==> src/rtl/level_sensor_conditioner.sv <==
// Level-probe and mode-switch conditioner: 2-flop sync, tick-based debounce, mode masking, fault flag.
// Optional SENSOR_ERR_LATCH_EN makes E sticky until err_clr while levels are valid.
module level_sensor_conditioner #(
   parameter int unsigned DIV       = 50000,
   parameter int unsigned DEB_TICKS = 10,
   parameter int unsigned ERR_TICKS = 5
) (
   input  logic clock,
   input  logic reset_n,
   input  logic s_high,
   input  logic s_mid,
   input  logic s_low,
   input  logic sw_bs,
   input  logic sw_vs,
   input  logic err_clr,
   output logic H,
   output logic M,
   output logic L,
   output logic Bs,
   output logic Vs,
   output logic E,
   output logic mode_conflict,
   output logic tick
);

   localparam int unsigned NumIn = 5;
   localparam int unsigned PW    = $clog2(DIV) + 1;
   localparam int unsigned DW    = $clog2(DEB_TICKS) + 1;
   localparam int unsigned EW    = $clog2(ERR_TICKS) + 1;

   localparam logic [PW-1:0] PreLast = PW'(DIV - 1);
   localparam logic [DW-1:0] DebLast = DW'(DEB_TICKS - 1);
   localparam logic [EW-1:0] ErrLast = EW'(ERR_TICKS - 1);

   // Bit order: 0 high, 1 mid, 2 low, 3 sprinkler, 4 drip.
   logic [NumIn-1:0] raw;
   logic [NumIn-1:0] sync1_q, sync2_q;
   logic [NumIn-1:0] deb_q, deb_d;
   logic [DW-1:0]    dcnt_q [NumIn];
   logic [DW-1:0]    dcnt_d [NumIn];
   logic [PW-1:0]    pre_q, pre_d;
   logic             e_q, e_d;
   logic [EW-1:0]    ecnt_q, ecnt_d;
   logic             invalid;

   assign raw = {sw_vs, sw_bs, s_low, s_mid, s_high};

   always_ff @(posedge clock or negedge reset_n) begin
      if (!reset_n) begin
         sync1_q <= '0;
         sync2_q <= '0;
      end else begin
         sync1_q <= raw;
         sync2_q <= sync1_q;
      end
   end

   assign tick  = (pre_q == PreLast);
   assign pre_d = tick ? '0 : pre_q + 1'b1;

   always_ff @(posedge clock or negedge reset_n) begin
      if (!reset_n) begin
         pre_q <= '0;
      end else begin
         pre_q <= pre_d;
      end
   end

   always_comb begin
      deb_d = deb_q;
      for (int i = 0; i < NumIn; i++) begin
         dcnt_d[i] = dcnt_q[i];
         if (tick) begin
            if (sync2_q[i] == deb_q[i]) begin
               dcnt_d[i] = '0;
            end else if (dcnt_q[i] == DebLast) begin
               deb_d[i]  = ~deb_q[i];
               dcnt_d[i] = '0;
            end else begin
               dcnt_d[i] = dcnt_q[i] + 1'b1;
            end
         end
      end
   end

   always_ff @(posedge clock or negedge reset_n) begin
      if (!reset_n) begin
         deb_q <= '0;
         for (int i = 0; i < NumIn; i++) begin
            dcnt_q[i] <= '0;
         end
      end else begin
         deb_q <= deb_d;
         for (int i = 0; i < NumIn; i++) begin
            dcnt_q[i] <= dcnt_d[i];
         end
      end
   end

   // A wetter probe above a dry one cannot happen physically.
   assign invalid = (deb_q[0] & ~deb_q[1]) | (deb_q[1] & ~deb_q[2]) | (deb_q[0] & ~deb_q[2]);

`ifdef SENSOR_ERR_LATCH_EN
   always_comb begin
      e_d    = e_q;
      ecnt_d = ecnt_q;
      if (!e_q) begin
         if (tick) begin
            if (!invalid) begin
               ecnt_d = '0;
            end else if (ecnt_q == ErrLast) begin
               e_d    = 1'b1;
               ecnt_d = '0;
            end else begin
               ecnt_d = ecnt_q + 1'b1;
            end
         end
      end else if (err_clr && !invalid) begin
         e_d    = 1'b0;
         ecnt_d = '0;
      end
   end
`else
   logic unused_err_clr;
   assign unused_err_clr = err_clr;

   // Counts ticks that disagree with the current flag; symmetric hysteresis.
   always_comb begin
      e_d    = e_q;
      ecnt_d = ecnt_q;
      if (tick) begin
         if (invalid == e_q) begin
            ecnt_d = '0;
         end else if (ecnt_q == ErrLast) begin
            e_d    = ~e_q;
            ecnt_d = '0;
         end else begin
            ecnt_d = ecnt_q + 1'b1;
         end
      end
   end
`endif

   always_ff @(posedge clock or negedge reset_n) begin
      if (!reset_n) begin
         e_q    <= 1'b0;
         ecnt_q <= '0;
      end else begin
         e_q    <= e_d;
         ecnt_q <= ecnt_d;
      end
   end

   assign H             = deb_q[0];
   assign M             = deb_q[1];
   assign L             = ~deb_q[2];
   assign E             = e_q;
   assign mode_conflict = deb_q[3] & deb_q[4];
   assign Bs            = deb_q[3] & ~deb_q[4];
   assign Vs            = deb_q[4] & ~deb_q[3];

endmodule

==> config.mk <==
export PLATFORM = sky130hd
export DESIGN_NAME = level_sensor_conditioner
export DESIGN_NICKNAME = d
export VERILOG_FILES = /design/src/rtl/level_sensor_conditioner.sv
export SDC_FILE = /design/constraint.sdc
export NUM_CORES = 1
export LEC_CHECK = 0
export CORE_MARGIN = 2
export CORE_UTILIZATION = 35
export DETAILED_ROUTE_END_ITERATION = 10
export PLACE_DENSITY = 0.56
export SYNTH_ARGS = -nofsm -noshare
export SYNTH_HDL_FRONTEND = slang
export SYNTH_SLANG_ARGS = --single-unit
==> constraint.sdc <==
create_clock -name clock -period 4.2 [get_ports clock]
set_input_delay 0.84 -clock clock [delete_from_list [all_inputs] [get_ports clock]]
set_output_delay 0.84 -clock clock [all_outputs]
set_load 0.02 [all_outputs]
# Yosys cells after proc, flatten, opt, wreduce, memory -nomap -nowiden
# Index checks and enable logic that the tools add are counted.
# classes
n_eq_ne,13
n_reduce_logical,6
n_mux,13
n_bitwise,20
n_addsub,7
# ops
operator,n
5-bit 2-to-1 mux,10
5-bit by 1-bit adder with 5-bit output (second input constant),5
5-bit by 4-bit == test with 1-bit output (second input constant),5
3-bit AND reduction,6
17-bit by 1-bit adder with 17-bit output (second input constant),1
17-bit by 16-bit == test with 1-bit output (second input constant),1
17-bit 2-to-1 mux,1
1-bit NOT,12
4-bit 2-to-1 mux,2
1-bit bitwise AND,6
1-bit == test,6
4-bit by 1-bit adder with 4-bit output (second input constant),1
4-bit by 3-bit == test with 1-bit output (second input constant),1
1-bit bitwise OR,2
# totals
output_inout_bits,8
wordCells,74
ff_bits,62
inputBits,8

# Logic depth before layout (Yosys ltp)
# Gate-level depths: netlist (run 1).
# logic_depth
word_depth,7
ltp_mapped,10
ltp_nobuf,7

# Worst setup path before layout (run 1)
# OpenSTA, ideal clock, no wires.
# synth_timing
path_kind,reg2out
start,reg pre_q[4]
end,out tick
path_slack_ns,1.922
path_buffers,0
required_time_ns,3.360
stages_incl_launch_ff,4
arrival_ns,1.438
cell_sequence,dfrtp_1 -> or4_4 -> or2_4 -> inv_1
# synth_between
elab_chain_cells,1
# synth_lines
item,line,source
from (decl),41,"logic [PW-1:0] pre_q, pre_d;"
from (signal assigned),65,pre_q <= pre_d;
17-bit by 16-bit == test with 1-bit output,58,assign tick = (pre_q == PreLast);
to (decl),23,output logic tick
# No other way between the ends.

# Worst setup path in the final report (run 1)
# Ends and elaborated chain as after synthesis.

==> report_table.html, run 1 <==
<table>
<tr><th>Metric</th><th>Value</th></tr>
<tr><th colspan="2">Layout</th></tr>
<tr><td>Post-route design area</td><td>0.00340 mm²</td></tr>
<tr><td>Final cell count without fillers</td><td>between 400 and 500</td></tr>
<tr><td># diodes</td><td>0</td></tr>
<tr><td>Final-stage net count</td><td>324</td></tr>
<tr><td>Synth-to-Final Area Change</td><td>16.0%</td></tr>
<tr><td>Fraction of layout instances using a drive strength above 1</td><td>under 10%</td></tr>
<tr><th colspan="2">Power</th></tr>
<tr><td>Worst IR drop on VDD</td><td>0.168 mV</td></tr>
<tr><td>Total internal power</td><td>0.947 mW</td></tr>
<tr><td>Total power per unit cell area</td><td>around 350 mW/mm²</td></tr>
<tr><td>Logic gate share of total power</td><td>2.1%</td></tr>
<tr><td>Part of the total power dissipated in sequential elements</td><td>50.6%</td></tr>
<tr><td>Switching part of the total</td><td>20.7%</td></tr>
<tr><td>Net load switching power</td><td>0.246 mW</td></tr>
<tr><td>Static leakage power</td><td>around 1.5 nW</td></tr>
<tr><td>Clock share of power</td><td>47.2%</td></tr>
<tr><th colspan="2">Critical path</th></tr>
<tr><td>Classification of the worst setup path</td><td>reg2out</td></tr>
<tr><td>Kind of start point of the critical path</td><td>flip-flop</td></tr>
<tr><td>Required time of the critical path</td><td>3.36 ns</td></tr>
<tr><td>Maximum fanout along the worst path</td><td>6</td></tr>
<tr><td>Endpoint kind of the worst setup timing path</td><td>output pin</td></tr>
<tr><td>Critical path data arrival time</td><td>2.44 ns</td></tr>
<tr><th colspan="2">CTS</th></tr>
<tr><td>CTS tree</td><td>built</td></tr>
<tr><td>Number of buffers inserted during clock tree synthesis</td><td>9</td></tr>
<tr><td>Clock net sink count</td><td>62</td></tr>
<tr><td>Setup Fix Bufs, Post-CTS</td><td>0</td></tr>
<tr><td>Hold buffer count at CTS</td><td>0</td></tr>
<tr><td>Resized Gates After CTS</td><td>0</td></tr>
<tr><td>Clock transition at the registers of the reported paths</td><td>0.06 ns</td></tr>
<tr><td>Deepest clock path buffer count</td><td>2</td></tr>
<tr><td>CTS HTree Levels</td><td>3</td></tr>
<tr><td>Root Driver</td><td>sky130_fd_sc_hd__clkbuf_8</td></tr>
<tr><td>Clock latency on the worst-skew pair</td><td>0.34 ns</td></tr>
<tr><th colspan="2">Detailed routing</th></tr>
<tr><td>Iteration-0 DRC count of the detailed router</td><td>a little under 80</td></tr>
<tr><td>DRT Wirelength</td><td>5.33 mm</td></tr>
<tr><td>Via density per instance</td><td>between 4 and 5</td></tr>
<tr><td>Remaining routing DRC violations</td><td>0</td></tr>
<tr><td>Average routed wire per standard cell</td><td>approximately 13 µm</td></tr>
<tr><td>Number of nets with antenna violations after routing</td><td>0</td></tr>
<tr><td>Detailed-route via count</td><td>approximately 2000</td></tr>
<tr><td>1st-pass router iterations</td><td>4</td></tr>
<tr><th colspan="2">Placed design</th></tr>
<tr><td>DP Wirelength</td><td>between 3 and 4 mm</td></tr>
<tr><td>Post-placement cell area</td><td>0.00318 mm²</td></tr>
<tr><td>Routability cong.</td><td>0.778</td></tr>
<tr><td>Placed cell count</td><td>just under 400</td></tr>
<tr><td>Port buffer count</td><td>14</td></tr>
<tr><th colspan="2">Global route</th></tr>
<tr><td>Met2 track demand over resource</td><td>21.3%</td></tr>
<tr><td>Vias in the first global route</td><td>2083</td></tr>
<tr><td>Antenna violations before repair</td><td>0</td></tr>
<tr><td>Global-route wire length before repair</td><td>9.45 mm</td></tr>
<tr><td>All-Layer GR Usage</td><td>a little over an eighth</td></tr>
<tr><td>Met1 demand-to-capacity share in global routing</td><td>~17%</td></tr>
<tr><td>Pin count of the biggest net entering global routing</td><td>36</td></tr>
<tr><td>Met3 layer usage reported by global route</td><td>under 10%</td></tr>
<tr><td>Most used routing layer in global routing</td><td>met2</td></tr>
<tr><td>Leftover overflow at the end of global routing</td><td>0</td></tr>
<tr><th colspan="2">Job</th></tr>
<tr><td>Number of maximum-capacitance violations</td><td>0</td></tr>
<tr><th colspan="2">Floorplanning</th></tr>
<tr><td>Effective utilization at floorplan</td><td>roughly 36%</td></tr>
<tr><td>Die Area</td><td>approximately 0.009 mm²</td></tr>
<tr><td>Placement row count</td><td>33</td></tr>
<tr><td>Area of the core</td><td>0.00818 mm²</td></tr>
<tr><td>Die height</td><td>95.5 µm</td></tr>
<tr><td>X dimension of the die</td><td>95.5 µm</td></tr>
<tr><td>Ports</td><td>16</td></tr>
<tr><th colspan="2">Timing</th></tr>
<tr><td>Slew @ Worst Pin</td><td>~0.85 ns</td></tr>
<tr><td>Period utilisation layout</td><td>78.1%</td></tr>
<tr><td>RSZ-0062 raised after global routing</td><td>no</td></tr>
<tr><td>Total Negative Setup Slacks</td><td>0 ns</td></tr>
<tr><td>Worst slack on hold paths</td><td>about 0.35 ns</td></tr>
<tr><td>Normalized max-slew margin</td><td>43.6%</td></tr>
<tr><td>Min cycle time layout</td><td>3.28 ns</td></tr>
<tr><td>Final Hold Violating Endpoints</td><td>0</td></tr>
<tr><td>Final setup violating endpoints</td><td>0</td></tr>
<tr><td>Number of pins with negative max-slew slack in the final report</td><td>0</td></tr>
<tr><td>Post-Route Skew</td><td>0.00899 ns</td></tr>
<tr><td>Highest Clock Rate</td><td>305 MHz</td></tr>
<tr><th colspan="2">Run status</th></tr>
<tr><td>Status</td><td>finished, final reports clean</td></tr>
<tr><th colspan="2">Logic synthesis</th></tr>
<tr><td>Syn. warnings</td><td>0</td></tr>
<tr><td>Sequential fraction of the synthesis area</td><td>between 50% and 60%</td></tr>
<tr><td>Post-Synthesis Cells</td><td>around 280</td></tr>
<tr><td>Portion of synthesized cell area occupied by the leading cell type</td><td>52.9%</td></tr>
<tr><td>Nets in the synthesized netlist</td><td>between 300 and 400</td></tr>
<tr><td>Mean post-synth cell area</td><td>between 10 and 15 µm²</td></tr>
<tr><td>Number of distinct library cell variants in the gate-level netlist after synthesis</td><td>35</td></tr>
<tr><td>Cell taking the most area after synthesis</td><td>sky130_fd_sc_hd__dfrtp_1</td></tr>
<tr><td>Mapped Area</td><td>between 0.002 and 0.003 mm²</td></tr>
<tr><td>Cell types with the largest area share after synthesis</td><td>sky130_fd_sc_hd__dfrtp_1, sky130_fd_sc_hd__ha_1, sky130_fd_sc_hd__nand3_1</td></tr>
<tr><td>Synth Register Bits</td><td>62</td></tr>
<tr><th colspan="2">Worst hold path</th></tr>
<tr><td>Worst min-delay path category</td><td>reg2reg</td></tr>
</table>
## cells in the final DEF, fill, tap and decap left out, drive strengths merged
cell type,netlist,layout
and3,7,7
nand3,30,30
nand2,20,20
o31ai,6,6
xnor2,6,6
mux2,7,7
nand4bb,1,1
xor2,15,15
dfrtp,62,62
nor2,23,23
or2,2,2
inv,12,12
ha,13,13
clkbuf,3,13
and4,3,3
o21ai,30,30
or4,5,5
nand4,8,8
nor4,1,1
clkinv,0,2
nor3b,1,1
nand2b,5,5
a21oi,3,3
and2,3,3
clkdlybuf4s50,0,13
nor3,2,2
nor2b,2,2
buf,3,3
bufinv,0,1
or4bb,4,4
or3,5,5
## flip-flops by register name, indices dropped and copies added, names as in the netlist
register,cells
dcnt_q,25
pre_q,17
deb_q,5
sync1_q,5
sync2_q,5
ecnt_q,4
E,1
## power groups by stage
stage	clock network, mW	logic, mW	registers, mW
detailed placement	0	0.0271	0.615
finish	0.564	0.0256	0.604
floorplan	0	0.00674	0.615
global route	0.608	0.0304	0.604
CTS	0.586	0.0270	0.604
global placement	0	0.0267	0.615
## worst max-delay path, stage by stage, from the launching register on
cell and delay [ns]:
sky130_fd_sc_hd__dfrtp_1 0.44, sky130_fd_sc_hd__or4_4 0.57, sky130_fd_sc_hd__or2_4 0.30, sky130_fd_sc_hd__inv_1 0.16, sky130_fd_sc_hd__clkdlybuf4s50_1 0.64
## cells by family (layout without fill, tap and decap cells)
logic type                 count (synthesis)  in the layout  share of synthesized area (%)
adders and majority gates                 13             13                           5.55
muxes                                      7              7                           2.69
AOI/OAI and AO/OA                         39             39                           7.17
xor gates and xnor gates                  21             21                           6.27
buffers and inverters                     18             44                           2.64
and+or+nand+nor                          122            122                           22.8
DFF                                       62             62                           52.9
## final cells by class
type | count | area [µm²]
clock buffer | 13 | 179
clock inverter | 3 | 40.0
fill | 807 | 4770
inverter | 12 | 45.0
multi-input combinational | 202 | 1300
sequential | 62 | 1550
tap | 105 | 131
timing repair buffer | 16 | 150
## Yosys cell counts (all sizes together)
library cell / count
a21oi: 3
and2: 3
and3: 7
and4: 3
buf: 3
clkbuf: 3
dfrtp: 62
ha: 13
inv: 12
mux2: 7
nand2: 20
nand2b: 5
nand3: 30
nand4: 8
nand4bb: 1
nor2: 23
nor2b: 2
nor3: 2
nor3b: 1
nor4: 1
o21ai: 30
o31ai: 6
or2: 2
or3: 5
or4: 5
or4bb: 4
xnor2: 6
xor2: 15
## metrics by stage
step                setup slack [ns]  total power, mW  util (%)
global route                   0.732             1.24      41.6
finish                         0.921             1.19      41.6
CTS                            0.884             1.22      41.6
global placement                1.27            0.642      38.9
floorplan                       1.92            0.622         -
detailed placement              1.26            0.643      38.9
## per-layer routing
| layer | up-vias | part of all wire (%) | routed length (µm) |
|---|---|---|---|
| li1 | 1038 | - | - |
| met1 | 981 | 50 | 2670 |
| met2 | 14 | 46 | 2430 |
| met3 | 11 | 2.0 | 108 |
| met4 | 0 | 2.3 | 123 |
| met5 | - | 0 | 0 |
## final timing paths
check                                         end  slack (ns)  cells after the start            startpoint
setup / recovery                             tick        0.92                      4    pre_q[4]$_DFF_PN0_
hold / removal               sync2_q[4]$_DFF_PN0_        0.35                      0  sync1_q[4]$_DFF_PN0_
setup reg to reg           dcnt_q[19]$_DFFE_PN0N_        1.85                      4    pre_q[4]$_DFF_PN0_
hold reg to reg              sync2_q[4]$_DFF_PN0_        0.35                      0  sync1_q[4]$_DFF_PN0_
max in group asynchronous  dcnt_q[11]$_DFFE_PN0N_        2.74                      2               reset_n
min in group asynchronous      pre_q[3]$_DFF_PN0_        0.60                      1               reset_n
Power figures use the tool's default switching activity.
==> run 2: changes to the inputs <==
==> constraint.sdc (replaced) <==
create_clock -name clock -period 3.3 [get_ports clock]
set_input_delay 0.66 -clock clock [delete_from_list [all_inputs] [get_ports clock]]
set_output_delay 0.66 -clock clock [all_outputs]
set_load 0.02 [all_outputs]
==> report_table.html, run 2 (synthesized netlist as in run 1, its figures left out) <==
<table>
<tr><th>Metric</th><th>Value</th></tr>
<tr><th colspan="2">Floorplanning</th></tr>
<tr><td>Die height</td><td>95.5 µm (unchanged)</td></tr>
<tr><td>Effective utilization at floorplan</td><td>35.9% (unchanged)</td></tr>
<tr><td>Placement row count</td><td>33 (unchanged)</td></tr>
<tr><td>Die Area</td><td>0.00913 mm² (unchanged)</td></tr>
<tr><td>X dimension of the die</td><td>95.5 µm (unchanged)</td></tr>
<tr><td>Ports</td><td>16 (unchanged)</td></tr>
<tr><td>Area of the core</td><td>0.00818 mm² (unchanged)</td></tr>
<tr><th colspan="2">Critical path</th></tr>
<tr><td>Kind of start point of the critical path</td><td>flip-flop</td></tr>
<tr><td>Critical path data arrival time</td><td>2.45 ns (about the same)</td></tr>
<tr><td>Endpoint kind of the worst setup timing path</td><td>output pin</td></tr>
<tr><td>Maximum fanout along the worst path</td><td>6 (unchanged)</td></tr>
<tr><td>Classification of the worst setup path</td><td>reg2out</td></tr>
<tr><td>Required time of the critical path</td><td>2.64 ns (-0.72 ns)</td></tr>
<tr><th colspan="2">Global route</th></tr>
<tr><td>Vias in the first global route</td><td>2092 (+0.43%)</td></tr>
<tr><td>Antenna violations before repair</td><td>0 (unchanged)</td></tr>
<tr><td>Leftover overflow at the end of global routing</td><td>0 (unchanged)</td></tr>
<tr><td>Pin count of the biggest net entering global routing</td><td>34 (-5.6%)</td></tr>
<tr><td>All-Layer GR Usage</td><td>13.5% (+0.081 points)</td></tr>
<tr><td>Global-route wire length before repair</td><td>9.44 mm (-0.15%)</td></tr>
<tr><th colspan="2">Detailed routing</th></tr>
<tr><td>Remaining routing DRC violations</td><td>0 (unchanged)</td></tr>
<tr><td>Detailed-route via count</td><td>2060 (+0.78%)</td></tr>
<tr><td>Via density per instance</td><td>4.96 (+0.30%)</td></tr>
<tr><td>Average routed wire per standard cell</td><td>12.6 µm (-2.5%)</td></tr>
<tr><td>Number of nets with antenna violations after routing</td><td>0 (unchanged)</td></tr>
<tr><td>Iteration-0 DRC count of the detailed router</td><td>104 (+35%)</td></tr>
<tr><td>1st-pass router iterations</td><td>4 (unchanged)</td></tr>
<tr><td>DRT Wirelength</td><td>5.22 mm (-2.0%)</td></tr>
<tr><th colspan="2">Timing</th></tr>
<tr><td>RSZ-0062 raised after global routing</td><td>no</td></tr>
<tr><td>Number of pins with negative max-slew slack in the final report</td><td>0 (unchanged)</td></tr>
<tr><td>Min cycle time layout</td><td>~3.1 ns</td></tr>
<tr><td>Final setup violating endpoints</td><td>0 (unchanged)</td></tr>
<tr><td>Slew @ Worst Pin</td><td>0.995 ns (+0.150 ns)</td></tr>
<tr><td>Total Negative Setup Slacks</td><td>0 ns (unchanged)</td></tr>
<tr><td>Post-Route Skew</td><td>0.00664 ns (-0.00235 ns)</td></tr>
<tr><td>Normalized max-slew margin</td><td>33.6% (-9.9 points)</td></tr>
<tr><td>Highest Clock Rate</td><td>321 MHz</td></tr>
<tr><td>Period utilisation layout</td><td>94.3%</td></tr>
<tr><td>Final Hold Violating Endpoints</td><td>0 (unchanged)</td></tr>
<tr><th colspan="2">Layout</th></tr>
<tr><td>Most flop-heavy register</td><td>dcnt_q</td></tr>
<tr><td>Fraction of layout instances using a drive strength above 1</td><td>7.74% (-0.70 points)</td></tr>
<tr><td>Final-stage net count</td><td>326 (+0.62%)</td></tr>
<tr><td>Leading cell types in the layout, fill and taps excluded</td><td>sky130_fd_sc_hd__dfrtp_1, sky130_fd_sc_hd__nand3_1, sky130_fd_sc_hd__o21ai_0</td></tr>
<tr><td>Largest registers in the final layout</td><td>dcnt_q (25), pre_q (17)</td></tr>
<tr><td>Largest register FFs</td><td>25 (unchanged)</td></tr>
<tr><td>Synth-to-Final Area Change</td><td>15.1%</td></tr>
<tr><td># diodes</td><td>0 (unchanged)</td></tr>
<tr><td>Most common library cell in the layout ignoring fill and taps</td><td>sky130_fd_sc_hd__dfrtp_1</td></tr>
<tr><td>End-of-flow core utilization</td><td>41.3% (-0.29 points)</td></tr>
<tr><th colspan="2">Power</th></tr>
<tr><td>Static leakage power</td><td>1.52 nW (-1.2%)</td></tr>
<tr><td>Total power of the final layout</td><td>1.37 mW (+15%)</td></tr>
<tr><td>Total power per unit cell area</td><td>407 mW/mm² (+16%)</td></tr>
<tr><td>Worst IR drop on VDD</td><td>0.188 mV (+12%)</td></tr>
<tr><th colspan="2">CTS</th></tr>
<tr><td>CTS HTree Levels</td><td>3 (unchanged)</td></tr>
<tr><td>Clock net sink count</td><td>62 (unchanged)</td></tr>
<tr><td>Deepest clock path buffer count</td><td>2 (unchanged)</td></tr>
<tr><td>Number of buffers inserted during clock tree synthesis</td><td>9 (unchanged)</td></tr>
<tr><td>Clock transition at the registers of the reported paths</td><td>0.06 ns (about the same)</td></tr>
<tr><td>Setup Fix Bufs, Post-CTS</td><td>0 (unchanged)</td></tr>
<tr><td>Resized Gates After CTS</td><td>0 (unchanged)</td></tr>
<tr><td>Root Driver</td><td>sky130_fd_sc_hd__clkbuf_8</td></tr>
<tr><td>Clock latency on the worst-skew pair</td><td>0.34 ns (about the same)</td></tr>
<tr><td>Hold buffer count at CTS</td><td>0 (unchanged)</td></tr>
<tr><td>CTS tree</td><td>built</td></tr>
<tr><th colspan="2">Placed design</th></tr>
<tr><td>DP Wirelength</td><td>3.51 mm (-0.24%)</td></tr>
<tr><td>Port buffer count</td><td>14 (unchanged)</td></tr>
<tr><td>Routability cong.</td><td>0.768 (-1.2%)</td></tr>
<tr><th colspan="2">Run status</th></tr>
<tr><td>Status</td><td>finished, final reports clean</td></tr>
<tr><th colspan="2">Worst hold path</th></tr>
<tr><td>Worst min-delay path category</td><td>reg2reg</td></tr>
<tr><th colspan="2">Job</th></tr>
<tr><td>Number of maximum-capacitance violations</td><td>0 (unchanged)</td></tr>
</table>
[run 2: cell types whose count changed in the layout (fill, tap and decap cells not counted), sizes merged]
| cell | delta |
|---|---|
| clkbuf | +2 |
| clkinv | -1 |
| buf | +2 |
| bufinv | -1 |
[run 2: cell type report]
| type | count | area (µm²) |
|---|---|---|
| sequential | 62 | 1550 |
| clock inverter | 1 | 5.00 |
| inverter | 12 | 45.0 |
| fill | 795 | 4800 |
| clock buffer | 15 | 156 |
| timing repair buffer | 18 | 178 |
| tap | 105 | 131 |
| multi-input combinational | 202 | 1310 |
[run 2: through the flow]
stage / hold slack (ns) / worst slack [ns] / instance area, µm² / instances
6_report: 0.342 / 0.189 / 3380 / 415
5_1_grt: 0.351 / 0.0408 / 3380 / 415
4_1_cts: 0.344 / 0.148 / 3370 / 415
3_5_place_dp: 0.336 / 0.530 / 3210 / 399
3_3_place_gp: 0.333 / 0.547 / 3210 / 399
2_1_floorplan: 0.331 / 1.20 / 2930 / 282
[run 2: final timing paths]
path | cells after the start | start | slack, ns | end
hold / removal | 0 | sync1_q[4]$_DFF_PN0_ | 0.34 | sync2_q[4]$_DFF_PN0_
setup reg to reg | 6 | pre_q[0]$_DFF_PN0_ | 0.90 | deb_q[4]$_DFFE_PN0P_
setup / recovery | 4 | pre_q[4]$_DFF_PN0_ | 0.19 | tick
hold reg to reg | 0 | sync1_q[4]$_DFF_PN0_ | 0.34 | sync2_q[4]$_DFF_PN0_
min in group asynchronous | 1 | reset_n | 0.37 | pre_q[3]$_DFF_PN0_
max in group asynchronous | 2 | reset_n | 2.32 | dcnt_q[9]$_DFFE_PN0N_
[run 2: worst max-delay path: stages, from the launching register on]
cell and delay, ns:
sky130_fd_sc_hd__dfrtp_1 0.43, sky130_fd_sc_hd__or4_4 0.57, sky130_fd_sc_hd__or2_4 0.30, sky130_fd_sc_hd__inv_1 0.17, sky130_fd_sc_hd__clkdlybuf4s50_1 0.64
[run 2: power breakdown]
part	internal, mW	leakage, nW	switching [mW]
sequential	0.766	0.829	0.00270
clock	0.294	0.0817	0.277
combinational	0.0120	0.610	0.0215
[run 2: metal layers]
metal / vias to the layer above / wire length (µm) / GRT usage (%)
li1: 1038 / - / -
met1: 1000 / 2670 / 17.4
met4: 0 / 88 / 7.74
met2: 16 / 2360 / 21.1
met3: 6 / 103 / 2.85
met5: - / 0 / 0
